==> config.mk <==
export PLATFORM = sky130hd
export DESIGN_NAME = btn_event_arbiter_flat
export DESIGN_NICKNAME = d
export VERILOG_FILES = /design/src/rtl/btn_event_arbiter_if.sv /design/src/rtl/btn_event_arbiter.sv /design/src/flat_wrapper.sv
export SDC_FILE = /design/constraint.sdc
export NUM_CORES = 1
export LEC_CHECK = 0
export ABC_AREA = 1
export CAP_MARGIN = 10
export CORE_UTILIZATION = 53
export CTS_BUF_LIST = sky130_fd_sc_hd__clkbuf_16
export DETAILED_ROUTE_END_ITERATION = 6
export GPL_ROUTABILITY_DRIVEN = 0
export PLACE_DENSITY_LB_ADDON = 0.1
export SLEW_MARGIN = 20
export SYNTH_ARGS = -nofsm -noshare
export SYNTH_HDL_FRONTEND = slang
export SYNTH_SLANG_ARGS = --single-unit
export TNS_END_PERCENT = 10
==> constraint.sdc <==
create_clock -name clk -period 3.7 [get_ports clk]
set_clock_uncertainty 0.05 [all_clocks]
set_input_delay 0.925 -clock clk [delete_from_list [all_inputs] [get_ports clk]]
set_output_delay 0.925 -clock clk [all_outputs]
set_load 0.01 [all_outputs]
==> src/rtl/btn_event_arbiter_if.sv <==
// Event handshake between the button arbiter and its single consumer.
// The arbiter (master) offers evt_id while evt_valid is high; the consumer
// (slave) answers with evt_ack.
interface btn_event_arbiter_if #(
    parameter int ID_W = 2
);
    logic            evt_valid;
    logic [ID_W-1:0] evt_id;
    logic            evt_ack;

    modport master (
        output evt_valid,
        output evt_id,
        input  evt_ack
    );

    modport slave (
        input  evt_valid,
        input  evt_id,
        output evt_ack
    );
endinterface

==> src/rtl/btn_event_arbiter.sv <==
// btn_event_arbiter: captures rising edges from N debounced button lines,
// keeps one pending flag per line and offers events one at a time to a
// single consumer over a valid/ack handshake. A press that arrives while the
// same button's event is still unserved sets a sticky overrun flag.
//
// Build option: define BTN_ARB_FIXED_PRIO_EN to select fixed priority
// (lowest pending index wins, no rotation pointer). Left undefined, the
// grant order is round-robin starting after the last served index.
module btn_event_arbiter #(
    parameter int N_BTN = 4,
    parameter int ID_W  = 2
) (
    input  logic                 clk,
    input  logic                 reset,        // synchronous, active low
    input  logic [N_BTN-1:0]     btn_db_in,
    input  logic                 ovr_clr,
    btn_event_arbiter_if.master  evt_bus,
    output logic [N_BTN-1:0]     pending,
    output logic [N_BTN-1:0]     evt_overrun
);

    typedef enum logic {
        IDLE  = 1'b0,
        GRANT = 1'b1
    } state_t;

    state_t            state_reg, state_next;
    logic              valid_reg, valid_next;
    logic [ID_W-1:0]   id_reg, id_next;
    logic [N_BTN-1:0]  prev_reg;
    logic [N_BTN-1:0]  pending_reg, pending_next;
    logic [N_BTN-1:0]  overrun_reg, overrun_next;
    logic [N_BTN-1:0]  rise;
    logic [N_BTN-1:0]  clr;
    logic [ID_W-1:0]   winner;
    logic              any_pending;

`ifndef BTN_ARB_FIXED_PRIO_EN
    logic [ID_W-1:0]   ptr_reg, ptr_next;
`endif

    // Per-button edge detect, serve-clear and pending/overrun update.
    // A rise on a line whose event is being acked in the same cycle
    // replaces the served event; any other rise on a pending line is lost.
    generate
        for (genvar gi = 0; gi < N_BTN; gi++) begin : g_btn
            assign rise[gi] = btn_db_in[gi] & ~prev_reg[gi];
            assign clr[gi]  = (state_reg == GRANT) & evt_bus.evt_ack
                              & (id_reg == ID_W'(gi));
            assign pending_next[gi] = rise[gi] | (pending_reg[gi] & ~clr[gi]);
            // A new drop beats a simultaneous clear request.
            assign overrun_next[gi] = (rise[gi] & pending_reg[gi] & ~clr[gi])
                                    | (overrun_reg[gi] & ~ovr_clr);
        end
    endgenerate

    assign any_pending = |pending_reg;

`ifdef BTN_ARB_FIXED_PRIO_EN
    // Winner select: lowest pending index.
    always_comb begin
        logic found;
        winner = '0;
        found  = 1'b0;
        for (int k = 0; k < N_BTN; k++) begin
            if (!found && pending_reg[ID_W'(k)]) begin
                winner = ID_W'(k);
                found  = 1'b1;
            end
        end
    end
`else
    // Winner select: scan ptr, ptr+1, ... wrapping at N_BTN; first pending wins.
    // The one-bit-wider sum lets the wrap be a single conditional subtract.
    always_comb begin
        logic            found;
        logic [ID_W:0]   idx_wide;
        logic [ID_W-1:0] idx;
        winner   = '0;
        found    = 1'b0;
        idx_wide = '0;
        idx      = '0;
        for (int k = 0; k < N_BTN; k++) begin
            idx_wide = {1'b0, ptr_reg} + (ID_W+1)'(k);
            if (idx_wide >= (ID_W+1)'(N_BTN)) begin
                idx_wide = idx_wide - (ID_W+1)'(N_BTN);
            end
            idx = idx_wide[ID_W-1:0];
            if (!found && pending_reg[idx]) begin
                winner = idx;
                found  = 1'b1;
            end
        end
    end
`endif

    // Grant FSM next-state and handshake outputs. The offered id is frozen
    // for the whole grant; the ack edge always returns to IDLE, so grants
    // are separated by at least one idle cycle.
    always_comb begin
        state_next = state_reg;
        valid_next = valid_reg;
        id_next    = id_reg;
`ifndef BTN_ARB_FIXED_PRIO_EN
        ptr_next   = ptr_reg;
`endif
        case (state_reg)
            IDLE: begin
                valid_next = 1'b0;
                if (any_pending) begin
                    id_next    = winner;
                    valid_next = 1'b1;
                    state_next = GRANT;
                end
            end
            GRANT: begin
                if (evt_bus.evt_ack) begin
                    valid_next = 1'b0;
                    state_next = IDLE;
`ifndef BTN_ARB_FIXED_PRIO_EN
                    ptr_next   = (id_reg == ID_W'(N_BTN - 1)) ? '0 : id_reg + 1'b1;
`endif
                end
            end
            default: begin
                valid_next = 1'b0;
                state_next = IDLE;
            end
        endcase
    end

    // State register. Reset wins over everything, including an active grant;
    // prev_reg takes the live levels so a button held through reset is quiet.
    always_ff @(posedge clk) begin
        if (!reset) begin
            state_reg   <= IDLE;
            valid_reg   <= 1'b0;
            id_reg      <= '0;
            prev_reg    <= btn_db_in;
            pending_reg <= '0;
            overrun_reg <= '0;
`ifndef BTN_ARB_FIXED_PRIO_EN
            ptr_reg     <= '0;
`endif
        end else begin
            state_reg   <= state_next;
            valid_reg   <= valid_next;
            id_reg      <= id_next;
            prev_reg    <= btn_db_in;
            pending_reg <= pending_next;
            overrun_reg <= overrun_next;
`ifndef BTN_ARB_FIXED_PRIO_EN
            ptr_reg     <= ptr_next;
`endif
        end
    end

    assign evt_bus.evt_valid = valid_reg;
    assign evt_bus.evt_id    = id_reg;
    assign pending           = pending_reg;
    assign evt_overrun       = overrun_reg;

endmodule

==> src/flat_wrapper.sv <==
// flat-port wrapper written by rule: the top's interface ports become plain ports
module btn_event_arbiter_flat 
#(
    parameter int N_BTN = 4,
    parameter int ID_W  = 2
)
  (clk, reset, btn_db_in, ovr_clr, pending, evt_overrun, evt_bus_evt_valid, evt_bus_evt_id, evt_bus_evt_ack);
  btn_event_arbiter_if #(.ID_W(ID_W)) evt_bus_i ();
  input  logic clk;
  input  logic reset;
  input  logic [N_BTN-1:0] btn_db_in;
  input  logic ovr_clr;
  output logic [N_BTN-1:0] pending;
  output logic [N_BTN-1:0] evt_overrun;
  output wire logic [$bits(evt_bus_i.evt_valid)-1:0] evt_bus_evt_valid;
  output wire logic [$bits(evt_bus_i.evt_id)-1:0] evt_bus_evt_id;
  input wire logic [$bits(evt_bus_i.evt_ack)-1:0] evt_bus_evt_ack;
  assign evt_bus_evt_valid = evt_bus_i.evt_valid;
  assign evt_bus_evt_id = evt_bus_i.evt_id;
  assign evt_bus_i.evt_ack = evt_bus_evt_ack;
  btn_event_arbiter #(.N_BTN(N_BTN), .ID_W(ID_W)) u_core (.clk(clk), .reset(reset), .btn_db_in(btn_db_in), .ovr_clr(ovr_clr), .evt_bus(evt_bus_i), .pending(pending), .evt_overrun(evt_overrun));
endmodule
==> impl_results.md <==
* Antenna diodes at 0
* # H-tree levels at 1
* Core area at 1559 um^2
* CP delay by family, top: buffers and inverters
* Overflow after GRT at 0
* MaxCap Viol Count at 0
* IO Pins at 19
* Post-CTS setup buffers at 0
* RSZ-0062 raised after global routing: no
* Most frequent cells in the layout: 31 x nand2_1, 18 x clkdlybuf4s50_1, 18 x dfxtp_1
* Starting DRT DRC Count at 15
* Post-Synthesis Cells at roughly 130
* Max Fclk at 441.0 MHz
* Row cnt at 14
* Critical Path Source Type: register
* Largest net degree at the start of global routing at 11
* Status: complete, but fails checks
* Distinct cell type count after synthesis at 20
* PortBufs at 18
* WL/cell at 11.04 um
* Critical Path Fanout Max at 5
* Synth Cell Area at 919.6 um^2
* Max Transition Viols Final at 0
* Initial antenna violation count at 0
* Largest stage delay, worst path at 590 ps
* Slew headroom at 68.89%
* Drt pass-1 iters at 6
* Worst-Margin Slew at roughly 470 ps
* CTS tree: done
* Final WL at about 1.8 mm
* Drt via density at 5.061
* Layout cells sized above 1 at 12.93%
* P_leak at about 0.55 nW
* Die X at about 44 um
* Pre-CTS WS at 1453 ps
* Syn nets at 138
* Setup violators final at 0
* Critical path startpoint: u_core.pending[0]$_SDFF_PN0_
* Minimum clock period at 2268 ps
* Power Dens Cells at 471.3 nW/um^2
* CTS Hold Bufs at 0
* Worst Path Arrival at 1290 ps
* Violated checks: DRC
* Reg-to-reg startpoint: u_core.ptr_reg[0]$_SDFFE_PN0P_
* Vias in the first global route at 769
* WP data required at 2720 ps
* Final Net Count at 160
* Die H at 43.66 um
* Slowest cell on the critical path: clkdlybuf4s50_1
* GR Util All Layers at 21.79%
* Worst Min Path Start: u_core.evt_bus.evt_valid$_SDFFE_PN0P_
* Hpwl dp at 1.391 mm
* Bufs and invs on worst path at 1
* FF+latch count, synth at 18
* Final hold vios at 0
* Clock Pin Slew Worst Setup and Hold Paths at 50 ps
* Final Cycle Share at 61.29%
* Most common cell after layout, fill and taps aside: nand2_1
* Cts repair resizes at 0
* Cts bufs inserted at 3
* Critical path, cell by cell: clkdlybuf4s50_1
* Setup slack after layout at 1432 ps
* Syn Area/Cell at 7.299 um^2
* Clock latency on the worst-skew pair at 250 ps
* Maximum VDD drop at ~0.36 mV
* Worst min-delay path class: register to register
* Max Root-Sink Buffers at 2
* Die area at 1906 um^2
* Area Growth Syn to Fin at 29.12%
* Worst Setup Path Type: register to output port
* First-pass GRT wire length at ~3 mm
* Post-route setup TNS at 0 ps
* Sequential share of the synthesized area at 39.18%
* CP Capture Type: output port
* Root Driver: clkbuf_16
* CTS Sinks at 18
* DRC at 1
* Via total after detailed routing at about 830
* Synth warn at 0
* Antenna-violating nets left at 0
* Initial Util at 58.99%
[layout make-up]
cell class	count	area, um^2
multi-input combinational	88	469.2
inverter	19	78.83
sequential	18	360.3
clock buffer	3	75.07
fill	119	371.6
timing repair buffer	18	180.2
tap	16	20.02
clock inverter	1	3.754
[cell usage after synthesis]
library cell  instances  share of area (%)
a2bb2oi_1             4                3.8
a211oi_1              1               0.82
ha_1                  4                5.4
nor2_4                1                1.2
inv_2                 1               0.41
nor2_1               10                4.1
nand3_1               9                4.9
inv_8                 1                1.2
nand3b_1              1               0.82
nand2_1              31                 13
o21ai_0               4                2.2
o211ai_1              1               0.82
clkinv_1              1               0.41
dfxtp_1              18                 39
nand2_2              12                8.2
a21oi_1               8                4.4
inv_1                16                6.5
buf_6                 1                1.2
o21ai_1               1               0.54
nand2_4               1                1.2
[routing by layer]
layer  share of wire [%]  track usage [%]  wire length (um)  vias to the layer above
met2                  48            34.93               866                       26
li1                    -                -                 -                      441
met4                 1.9            13.13                34                        0
met3                 5.3            5.417                95                        4
met5                   0                0                 0                        -
met1                  45            26.18               804                      354
[logic make-up (layout without fill, tap and decap cells)]
group | after synthesis | count (layout) | share of synthesized area, %
adders and majority gates | 4 | 4 | 5.442
and+or+nand+nor | 65 | 65 | 33.06
AOI/OAI and AO/OA | 19 | 19 | 12.52
DFF | 18 | 18 | 39.18
buffers and inverters | 20 | 41 | 9.795
[where the power goes]
group          leakage [nW]  switching (mW)  total [mW]  internal, mW
Sequential            0.149          0.0184       0.228         0.209
Clock                0.0385          0.0694       0.213         0.144
Combinational         0.361          0.0642       0.119        0.0549
Total                 0.548           0.152       0.560         0.408
[worst reg2reg max path, cell delays in order, from the launching register on]
cell     delay [ps]
dfxtp_1         600
nand2_1         160
nand2_2         110
nand2_2          60
nand2_2         100
inv_1            50
o21ai_1          70
nand3_1          90
a21oi_1         160
[worst paths after layout]
| kind | to | slack, ps | depth (start not counted) |
|---|---|---|---|
| max | pending[0] | 1430 | 1 |
| min | u_core.evt_bus.evt_valid$_SDFFE_PN0P_ | 440 | 2 |
| max reg2reg | u_core.evt_bus.evt_id[0]$_SDFFE_PN0P_ | 2180 | 8 |
| min reg2reg | u_core.evt_bus.evt_valid$_SDFFE_PN0P_ | 440 | 2 |
[per-stage QoR]
step                instance area [um^2]  util, %  total power, mW  std cells  hold WS, ps
detailed placement                  1109    71.11           0.3496        159        431.2
global placement                    1109    71.11           0.3456        159        424.9
global route                        1187    76.16           0.5877        163        469.9
CTS                                 1187    76.16           0.5636        163        443.4
floorplan                          919.6        -           0.3078        126        430.9
finish                              1187    76.16           0.5596        163        442.6
(Power assumes the default switching activity.)
